<file path="config.mk">
export PLATFORM = sky130hd
export DESIGN_NAME = sprite_rom_arbiter
export DESIGN_NICKNAME = d
export VERILOG_FILES = /design/src/rtl/sprite_rom_arbiter.sv
export SDC_FILE = /design/constraint.sdc
export NUM_CORES = 1
export LEC_CHECK = 0
export ABC_AREA = 0
export BUFFER_PORTS_ARGS = -buffer_cell sky130_fd_sc_hd__buf_2
export CAP_MARGIN = 5
export CORE_UTILIZATION = 39
export DETAILED_ROUTE_END_ITERATION = 8
export PLACE_DENSITY_LB_ADDON = 0.15
export SETUP_SLACK_MARGIN = 0.1
export SYNTH_ARGS = -nofsm -noshare
export SYNTH_HDL_FRONTEND = slang
export SYNTH_SLANG_ARGS = --single-unit
</file>
<file path="constraint.sdc">
create_clock -name vga_clk -period 2.4 [get_ports vga_clk]
set_input_delay 0.12 -clock vga_clk [delete_from_list [all_inputs] [get_ports vga_clk]]
set_output_delay 0.12 -clock vga_clk [all_outputs]
set_load 0.01 [all_outputs]
</file>
<file path="src/rtl/sprite_rom_arbiter.sv">
// Round-robin arbiter sharing one registered-output sprite ROM among renderers.
// Returns each ROM word tagged with its requester id after a fixed latency.
module sprite_rom_arbiter #(
    parameter int NUM_REQ = 3,
    parameter int ADDR_W  = 15,
    parameter int DATA_W  = 4,
    parameter int ROM_LAT = 1
) (
    input  logic                          vga_clk,
    input  logic                          reset_n,
    input  logic                          frame_sync,
    input  logic [NUM_REQ-1:0]            req,
    input  logic [NUM_REQ*ADDR_W-1:0]     addr,
    output logic [NUM_REQ-1:0]            gnt,
    output logic [ADDR_W-1:0]             rom_addr,
    output logic                          rom_rd,
    input  logic [DATA_W-1:0]             rom_q,
    output logic                          rd_valid,
    output logic [$clog2(NUM_REQ)-1:0]    rd_id,
    output logic [DATA_W-1:0]             rd_data
);

    localparam int IDW = $clog2(NUM_REQ);
    localparam logic [IDW:0] NR = (IDW+1)'(NUM_REQ);

    logic [IDW-1:0]                ptr_q, ptr_d;
    logic [ADDR_W-1:0]             rom_addr_q, rom_addr_d;
    logic                          rom_rd_q, rom_rd_d;
    logic [IDW-1:0]                iss_id_q, iss_id_d;
    logic [ROM_LAT-1:0]            vld_q, vld_d;
    logic [ROM_LAT-1:0][IDW-1:0]   id_q, id_d;

    logic                          hit;
    logic                          accept;
    logic [IDW-1:0]                win;
    logic [IDW:0]                  sum;
    logic [IDW:0]                  nxt;
    logic [ADDR_W-1:0]             sel_addr;

    // Search upward from ptr, wrapping modulo NUM_REQ; first requester wins.
    always_comb begin
        hit = 1'b0;
        win = '0;
        sum = '0;
        for (int i = 0; i < NUM_REQ; i++) begin
            sum = {1'b0, ptr_q} + (IDW+1)'(i);
            if (sum >= NR) begin
                sum = sum - NR;
            end
            if (!hit && req[sum[IDW-1:0]]) begin
                hit = 1'b1;
                win = sum[IDW-1:0];
            end
        end
        gnt = '0;
        if (hit && reset_n) begin
            gnt[win] = 1'b1;
        end
        accept = |gnt;
    end

    always_comb begin
        sel_addr = '0;
        for (int j = 0; j < NUM_REQ; j++) begin
            if (win == IDW'(j)) begin
                sel_addr = addr[j*ADDR_W +: ADDR_W];
            end
        end
        nxt = {1'b0, win} + (IDW+1)'(1);
        if (nxt == NR) begin
            nxt = '0;
        end
    end

    always_comb begin
        ptr_d      = ptr_q;
        rom_addr_d = rom_addr_q;
        rom_rd_d   = accept;
        iss_id_d   = iss_id_q;
        if (frame_sync) begin
            ptr_d = '0;
        end else if (accept) begin
            ptr_d = nxt[IDW-1:0];
        end
        if (accept) begin
            rom_addr_d = sel_addr;
            iss_id_d   = win;
        end
    end

    // Valid/id shift register lines up with rom_q ROM_LAT cycles after issue.
    always_comb begin
        vld_d    = '0;
        id_d     = '0;
        vld_d[0] = rom_rd_q;
        id_d[0]  = iss_id_q;
        for (int s = 1; s < ROM_LAT; s++) begin
            vld_d[s] = vld_q[s-1];
            id_d[s]  = id_q[s-1];
        end
    end

    always_ff @(posedge vga_clk or negedge reset_n) begin
        if (!reset_n) begin
            ptr_q      <= '0;
            rom_addr_q <= '0;
            rom_rd_q   <= 1'b0;
            iss_id_q   <= '0;
            vld_q      <= '0;
            id_q       <= '0;
        end else begin
            ptr_q      <= ptr_d;
            rom_addr_q <= rom_addr_d;
            rom_rd_q   <= rom_rd_d;
            iss_id_q   <= iss_id_d;
            vld_q      <= vld_d;
            id_q       <= id_d;
        end
    end

    assign rom_addr = rom_addr_q;
    assign rom_rd   = rom_rd_q;
    assign rd_valid = vld_q[ROM_LAT-1];
    assign rd_id    = id_q[ROM_LAT-1];
    assign rd_data  = rom_q;

endmodule

</file>
==> impl_metrics.yaml <==
run_status:
  status: "complete, no violations"
setup_path:
  crit_arrival_ns: 2.57
  cpPeakStageDelay_ns: 0.47
  crit_family: "compound AO/OA/AOI/OAI gates"
  start_kind: "flop"
  crit_buf_inv: 1
  worstSetupEndpointType: "flop"
  cp_data_required_time_ns: 2.61
  slowest_stage: "dfrtp_2"
  cp_max_fo: 8
  setup.worst_path.class: "flop to flop"
  crit_chain: "ha_4 -> nand3b_1 -> nand2_2 -> a2bb2oi_4 -> o21ai_4 -> buf_4 -> mux2_2 -> a221o_1"
clock_network:
  cts_tree: "yes"
  clkSinkCount: 23
  clk_latency_ns: 0.31
  clkTransAtPathRegs_ns: 0.13
  cts_buffers: 3
  clk_path_buf_depth: 2
  cts_root_buf: "clkbuf_4"
  htree_levels: 1
hold_path:
  min_path_type: "primary input to flop"
global_route:
  grt_pass1_vias: 1363
  grt_overflow: 0
  grt_antenna_before_repair: 0
  grt_pass1_wl_mm: 6.00
  grt_max_degree: 24
  grtUsageTotal: 0.215
placed_design:
  hpwl_mm: 2.73
  dpl_cell_area_um2: 1810
  gp_congestion: 0.818
  place_inst: 246
  port_buffers: 72
logic_synthesis:
  synthFlopType: "dfrtp_1"
  syn_avg_cell_area_um2: 10.9
  yosysMostFrequentCell: "dfrtp_1"
  synthMuxAreaShare: 0.0980
  synth-seq-cells: 23
  synthSimpleGateAreaFrac: 0.193
  synth_compound_area_frac: 0.206
  synthCells: 128
  synth_top_area_share: 0.414
  synth-adder-area-share: 0.0360
  ys_seq_area_frac: 0.414
  synth_area_leaders: "dfrtp_1 41%, a221o_1 8.6%, mux2_2 7.3%, and2_1 5.4%, ha_1 3.6%"
  synth_top_family_by_area: "compound AO/OA/AOI/OAI gates"
  synth_edf_count: 0
  synth_nets: 187
  async_reset_ff_frac: 1.00
  synth_common_cells: "23 x dfrtp_1, 12 x a221o_1, 12 x and2_1, 12 x nor2_1, 9 x mux2_2"
  yosysTopAreaCell: "dfrtp_1"
  synth_area_um2: 1390
  synth_xor_area_frac: 0
  synth_warnings: 0
  synth_cell_types: 35
timing:
  worst_pin_slew_ns: 0.451
  final_max_slew_viol_count: 0
  setup_viol: 0
  fmax_mhz: 423
  slew_headroom: 0.699
  hold_viol: 0
  period_share: 0.985
  grt_setup_unrepaired: "true"
  fin_crit_ns: 2.36
  skew_ns: 0.00229
finish:
  n_antenna_cell: 0
  fin_area_um2: 2060
  drive_above_1_share: 0.592
  final_cells: 264
  fillers: 294
  syn2layout_area_growth_pct: 47.9
  nets: 278
die:
  rows: 21
  die_w_um: 61.7
  die_h_um: 61.7
  ios: 81
  core-area_um2: 3390
  die-area_um2: 3810
  initial_core_util: 0.410
detailed_routing:
  vias: 1338
  wire_per_inst_um: 14.0
  drtIter0Drc: 47
  ant_nets: 0
  remaining_drc_errors: 0
  viasPerCell: 5.07
  drt_wl_total_mm: 3.71
  dr.pass1.iters: 4
pwr:
  p_leak_nw: 1.04
  ir_drop_uv: 530
  report.power.total_mw: 1.95
  power_density_nw_per_um2: 946
job:
  cap_violations: 0
==> worst paths after layout <==
path,from,end,slack (ns),cells after the start
setup / recovery,ptr_q[1],rom_addr[9],0.04,8
hold / removal,addr[41],rom_addr[11],0.03,2
setup reg to reg,ptr_q[1],rom_addr[9],0.04,8
hold reg to reg,rom_rd,rd_valid,0.39,0
max in group asynchronous,reset_n,ptr_q[1],1.79,3
min in group asynchronous,reset_n,rom_addr[2],0.37,3
==> report_power, final <==
group          internal, mW  total [mW]  switching (mW)
Sequential            0.558       0.643          0.0853
Clock                0.0649       0.182           0.118
Combinational         0.599        1.12           0.522
Total                  1.22        1.95           0.725
==> cell usage in the layout, fill, tap and decap left out, types with 4 or more instances in the layout <==
cell / synthesis / layout
a221o_1: 12 / 12
dfrtp_1: 23 / 22
buf_4: 4 / 15
mux2_2: 9 / 7
and2_1: 12 / 12
buf_2: 2 / 70
nand2_1: 6 / 6
buf_6: 1 / 7
nor2b_1: 5 / 4
nor2_1: 12 / 12
==> flip-flops by register name (all words and copies together), names as in the netlist <==
signal	cells
id_d	2
ptr_q	2
rd_id	2
rd_valid	1
rom_addr	15
rom_rd	1
==> stage by stage <==
step | hold slack (ns) | setup slack, ns | utilization | TNS (ns)
after floorplan | -0.176 | 0.125 | - | 0
after global placement | 0.188 | 0.0575 | 0.535 | 0
after detailed placement | 0.200 | -0.0520 | 0.535 | -0.236
after CTS | 0.0298 | 0.0606 | 0.587 | 0
after global routing | 0.0125 | -0.0396 | 0.607 | -0.237
final | 0.0303 | 0.0369 | 0.607 | 0
==> layout make-up <==
| cell class | instances | area, um2 | share of cell area |
|---|---|---|---|
| Inverter | 5 | 18.8 | 0.00912 |
| Timing Repair Buffer | 94 | 562 | 0.273 |
| Multi-Input combinational cell | 92 | 817 | 0.397 |
| Clock buffer | 4 | 26.3 | 0.0128 |
| Sequential cell | 23 | 577 | 0.280 |
| Tap cell | 46 | 57.6 | 0.0280 |
==> layer usage <==
metal	vias up	share of wire	global-route usage
met2	40	0.50	0.359
met3	6	0.041	0.0373
li1	639	-	-
met5	-	0	0
met4	0	0.010	0.0762
met1	653	0.45	0.280
==> what timing repair did <==
| action | CTS | global route |
|---|---|---|
| gates resized for setup | 14 | 11 |
| hold endpoints to repair | 25 | 0 |
| endpoints found under the setup margin | 17 | 15 |
| setup buffers | 9 | 3 |
| pin swaps | 8 | 6 |
| hold buffers | 2 | 0 |
| gates cloned | 0 | 0 |
==> kinds of logic after synthesis <==
kind of cell,count (synthesis)
adders and majority gates,4
DFF,23
AOI/OAI and AO/OA,28
muxes,12
and+or+nand+nor,48
buffers and inverters,13
Note: power is estimated with default switching activity, not from simulation.
